File: src/rtl/pipe_addsub.sv
// pipe_addsub: chunked, pipelined adder/subtractor with valid/ready flow control.
// Stage k adds bits [k*CW +: CW] using the carry registered by stage k-1.
// Each stage register carries the operands, the partial result and the
// carry, so every stage holds one complete in-flight operation.
module pipe_addsub #(
  parameter int SIZE   = 32,
  parameter int STAGES = 4
) (
  input  logic            clk,
  input  logic            rst_n,
  input  logic            in_valid,
  output logic            in_ready,
  input  logic [SIZE-1:0] a,
  input  logic [SIZE-1:0] b,
  input  logic            sub,
  input  logic            flush,
  output logic            out_valid,
  input  logic            out_ready,
  output logic [SIZE-1:0] outA,
  output logic            cout,
  output logic            ovf
);

  localparam int CW   = SIZE / STAGES;
  localparam int LAST = STAGES - 1;

  // One chunk of the ripple: CW-bit sum plus carry out in the top bit.
  function automatic logic [CW:0] add_chunk(input logic [CW-1:0] x,
                                            input logic [CW-1:0] y,
                                            input logic          c);
    return {1'b0, x} + {1'b0, y} + {{CW{1'b0}}, c};
  endfunction

  logic [STAGES-1:0] r_vld;
  logic [STAGES-1:0] r_c;
  logic [SIZE-1:0]   r_a   [STAGES];
  logic [SIZE-1:0]   r_bx  [STAGES];
  logic [SIZE-1:0]   r_res [STAGES];
  logic              r_ovf;

  logic [STAGES-1:0] w_en;
  logic [STAGES-1:0] w_vld_src;
  logic [STAGES-1:0] w_nxt_c;
  logic [SIZE-1:0]   w_src_a   [STAGES];
  logic [SIZE-1:0]   w_src_bx  [STAGES];
  logic [SIZE-1:0]   w_nxt_res [STAGES];
  logic              w_nxt_ovf;
  logic              w_stall;
  logic              w_accept;

  // Only a result waiting on the consumer stalls the front; reset hides it.
  assign out_valid = rst_n & r_vld[LAST];
  assign w_stall   = out_valid & ~out_ready;
  assign in_ready  = ~w_stall;
  assign w_accept  = in_valid & in_ready & ~flush;

  assign outA = r_res[LAST];
  assign cout = r_c[LAST];
  assign ovf  = r_ovf;

  for (genvar k = 0; k < STAGES; k++) begin : g_stage
    localparam logic [SIZE-1:0] MASK = SIZE'({CW{1'b1}}) << (k * CW);

    logic [SIZE-1:0] w_res;
    logic            w_c;
    logic [CW:0]     w_sum;

    if (k == 0) begin : g_head
      // Subtraction is a + ~b + 1: invert b here and inject sub as carry-in.
      assign w_src_a[k]   = a;
      assign w_src_bx[k]  = b ^ {SIZE{sub}};
      assign w_res        = '0;
      assign w_c          = sub;
      assign w_vld_src[k] = w_accept;
    end else begin : g_body
      assign w_src_a[k]   = r_a[k-1];
      assign w_src_bx[k]  = r_bx[k-1];
      assign w_res        = r_res[k-1];
      assign w_c          = r_c[k-1];
      assign w_vld_src[k] = r_vld[k-1];
    end

    assign w_sum        = add_chunk(w_src_a[k][k*CW +: CW], w_src_bx[k][k*CW +: CW], w_c);
    assign w_nxt_res[k] = (w_res & ~MASK) | (SIZE'(w_sum[CW-1:0]) << (k * CW));
    assign w_nxt_c[k]   = w_sum[CW];

    // A stage moves when the consumer takes data or any later stage is empty,
    // which lets bubbles collapse behind a stalled output.
    assign w_en[k] = out_ready | ~(&r_vld[LAST:k]);

    if (k == LAST) begin : g_tail
      assign w_nxt_ovf = (w_src_a[k][SIZE-1] == w_src_bx[k][SIZE-1]) &&
                         (w_nxt_res[k][SIZE-1] != w_src_a[k][SIZE-1]);
    end
  end

  // Stage valid bits: reset and flush empty the pipe, otherwise shift on enable.
  always_ff @(posedge clk) begin
    if (!rst_n || flush) begin
      r_vld <= '0;
    end else begin
      r_vld <= (r_vld & ~w_en) | (w_vld_src & w_en);
    end
  end

  // Stage data: operands, partial sums and carries advance with their valids.
  always_ff @(posedge clk) begin
    for (int k = 0; k < STAGES; k++) begin
      if (w_en[k]) begin
        r_res[k] <= w_nxt_res[k];
        r_c[k]   <= w_nxt_c[k];
        if (k < LAST) begin
          r_a[k]  <= w_src_a[k];
          r_bx[k] <= w_src_bx[k];
        end
      end
    end
    if (w_en[LAST]) begin
      r_ovf <= w_nxt_ovf;
    end
    if (!rst_n) begin
      r_res[LAST] <= '0;
      r_c[LAST]   <= 1'b0;
      r_ovf       <= 1'b0;
    end
  end

endmodule

File: config.mk
export PLATFORM = sky130hd
export DESIGN_NAME = pipe_addsub
export DESIGN_NICKNAME = d
export VERILOG_FILES = /design/src/rtl/pipe_addsub.sv
export SDC_FILE = /design/constraint.sdc
export NUM_CORES = 1
export LEC_CHECK = 0
export CORE_MARGIN = 3
export CORE_UTILIZATION = 55
export DETAILED_ROUTE_END_ITERATION = 12
export PLACE_DENSITY = 0.81
export SYNTH_ARGS = -nofsm -noshare
export SYNTH_HDL_FRONTEND = slang
export SYNTH_SLANG_ARGS = --single-unit
File: constraint.sdc
create_clock -name clk -period 8.8 [get_ports clk]
set_input_delay 1.76 -clock clk [delete_from_list [all_inputs] [get_ports clk]]
set_output_delay 1.76 -clock clk [all_outputs]
set_load 0.01 [all_outputs]
==> results.json <==
{
  "synth_async_sr_flop_share_pct": 0,
  "reg2reg_setup_slack_ns": 6.20,
  "crit_top_cell": "clkdlybuf4s50_1",
  "drt_first_pass_iters": 5,
  "wl_per_cell_um": 16.3,
  "cp.depth": 3,
  "synth-seq-area-share_pct": 74.7,
  "portBuffers": 105,
  "ff2ff_path_depth": 7,
  "initial_utilization_pct": 57.4,
  "ir_worst_vdd_v": 0.000163,
  "fin_ws_ns": 3.35,
  "cts_buffers": 17,
  "place_ws_ns": 3.32,
  "whs_ns": 0.417,
  "cts.path.max_buffers": 2,
  "reg2reg_to": "r_res[3][30]",
  "die_y_um": 122,
  "wirelength_um": 12000,
  "synth_cell_types": 39,
  "min_to": "r_a[0][52]",
  "ant_nets": 0,
  "drtIter0Drc": 288,
  "place.gp.congestion": 0.847,
  "syn_area_sq_um": 7360,
  "antenna_found_initial": 0,
  "drive_above_1_share_pct": 7.68,
  "comb_power_share_pct": 13.0,
  "die_w_um": 122,
  "cts_tree": "done",
  "ctsRootBufferMaster": "clkbuf_16",
  "grt_remaining_overflow": 0,
  "endpoint_kind": "output pin",
  "crit_required_ns": 7.04,
  "rsz0062_at_grt": "false",
  "fin_tns_setup_ns": 0,
  "synth-seq-cells": 185,
  "layout.nets": 654,
  "dr_total_vias": 3797,
  "synth_ff_type": "edfxtp_1",
  "min_from": "r_a[0][20]",
  "p_per_area_nw_per_um2": 238,
  "clk_pin_slew_ns": 0.06,
  "grt_pass1_vias": 3868,
  "p_total_mw": 2.18,
  "track_usage_pct": 17.3,
  "grt_max_degree": 59,
  "syn_to_final_growth_pct": 24.6,
  "outcome": "complete, no violations",
  "slew_violations": 0,
  "crit_slowest_cell": "clkdlybuf4s50_1",
  "crit_buf_inv": 2,
  "fmax_ghz": 0.183,
  "hold_path_class": "flop to flop",
  "arrival_ns": 3.69,
  "leakage_nw": 3.51,
  "viasPerCell": 5.19,
  "report.final.hold_viol_count": 0,
  "synth-edff-count": 179,
  "ctsResizeCount": 0,
  "grt_pass1_wl_um": 19100,
  "worstReg2RegStart": "r_c[2]",
  "synthCells": 431,
  "syn_area_per_cell_sq_um": 17.1,
  "ctsHoldBuffers": 0,
  "final_common_cell": "edfxtp_1",
  "cts.sinks": 185,
  "crit_family": "buffers and inverters",
  "core.rowCount": 41,
  "critPathMaxStageDelay_ns": 1.15,
  "power.switching_fraction_pct": 21.7,
  "relSlewSlack_pct": 30.2,
  "fill_cells": 815,
  "p_int_mw": 1.71,
  "clock_power_share_pct": 32.9,
  "utilization_pct": 71.5,
  "htreeDepth": 4,
  "post-route-period-util_pct": 61.9,
  "setup_violations": 0,
  "p_seq_share_pct": 54.1,
  "antennaDiodeCount": 0,
  "die-area_sq_um": 14800,
  "cts_setup_buffers": 0,
  "worst_pin_slew_ns": 1.04,
  "multiInputGateArea_sq_um": 1800,
  "synth_nets": 536,
  "clk_latency_ns": 0.43,
  "drc": 0,
  "core_sq_um": 12800,
  "whs_path_depth": 0,
  "layout.cells.most_common_list": "edfxtp_1 (179), clkdlybuf4s50_1 (104), xor2_1 (40)",
  "startpoint_type": "primary input",
  "cap_viol_max_count": 0,
  "criticalPathCategory": "primary input to output pin",
  "p_switching_mw": 0.474,
  "skew_ns": 0.00755,
  "io_pins": 106,
  "cp_cell_sequence": "clkdlybuf4s50_1, and2_1, clkdlybuf4s50_1",
  "register_area_sq_um": 5500,
  "dp_hpwl_um": 7970,
  "min_period_ns": 5.45,
  "synth_warnings": 0,
  "cp_max_fo": 39
}
[registers in the layout, indices dropped and copies added (netlist names), named ones only]
name,cells
ovf,1
r_res,80
r_a,48
r_bx,48
r_c,4
[through the flow]
stage,std cells,instance area (sq um)
6_report,732,9160
5_1_grt,732,9160
4_1_cts,732,9160
3_5_place_dp,702,8610
3_3_place_gp,702,8610
2_1_floorplan,431,7360
[synth_stat cells (2+ instances only)]
cell / n / area share [%]
edfxtp_1: 179 / 73
xor2_1: 40 / 4.8
and2_1: 32 / 2.7
ha_1: 28 / 4.8
nor2_1: 15 / 0.77
a21oi_1: 14 / 0.95
nand2_1: 14 / 0.71
xnor2_1: 14 / 1.7
nor3_1: 11 / 0.75
o21ai_0: 8 / 0.54
a21o_1: 7 / 0.71
fa_1: 7 / 1.9
inv_1: 7 / 0.36
dfxtp_1: 6 / 1.6
clkbuf_1: 5 / 0.26
nand4_1: 5 / 0.43
a211oi_1: 4 / 0.41
nand2b_1: 4 / 0.34
nand3_1: 4 / 0.27
buf_2: 3 / 0.20
or2_2: 3 / 0.26
a31oi_1: 2 / 0.17
nor2b_1: 2 / 0.17
nor4_1: 2 / 0.17
[power groups by stage]
| stage | registers (mW) | logic (mW) | clock network (mW) |
|---|---|---|---|
| 2_1_floorplan | 1.19 | 0.142 | 0 |
| 6_report | 1.18 | 0.283 | 0.717 |
| 5_1_grt | 1.19 | 0.309 | 0.762 |
| 3_3_place_gp | 1.19 | 0.268 | 0 |
| 3_5_place_dp | 1.20 | 0.281 | 0 |
| 4_1_cts | 1.18 | 0.285 | 0.727 |
[cells by family after synthesis]
group           synth area share (%)
compound gates                  4.15
xor+xnor                        6.43
fa+ha+maj                       6.67
buf+inv                        0.884
flops                           74.7
mux                            0.187
simple gates                    6.97
[metal layers]
layer | share of wire (%) | global-route usage (%)
met1 | 39 | 20.6
met2 | 53 | 29.9
met3 | 6.8 | 5.99
met4 | 1.4 | 5.32
met5 | 0 | 0
[worst max path at each step]
stage	from	to	slack, ns
2_1_floorplan	out_ready	r_a[0][10]	4.07
3_3_place_gp	rst_n	out_valid	3.37
3_5_place_dp	rst_n	out_valid	3.32
4_1_cts	rst_n	out_valid	3.30
5_1_grt	rst_n	out_valid	3.13
6_report	rst_n	out_valid	3.35
[layout make-up]
| type | count | area share [%] |
|---|---|---|
| clock buffer | 17 | 4.64 |
| clock inverter | 13 | 1.42 |
| inverter | 7 | 0.287 |
| multi-input combinational | 230 | 19.7 |
| sequential | 185 | 60.0 |
| tap | 172 | 2.35 |
| timing repair buffer | 108 | 11.7 |
[worst register-to-register path: cells and delay by family (launching register included)]
| kind | cells | cell delay (ns) |
|---|---|---|
| AOI/OAI and AO/OA | 5 | 1.11 |
| adders and majority gates | 2 | 0.93 |
| DFF | 1 | 0.42 |
(Power assumes the default switching activity.)
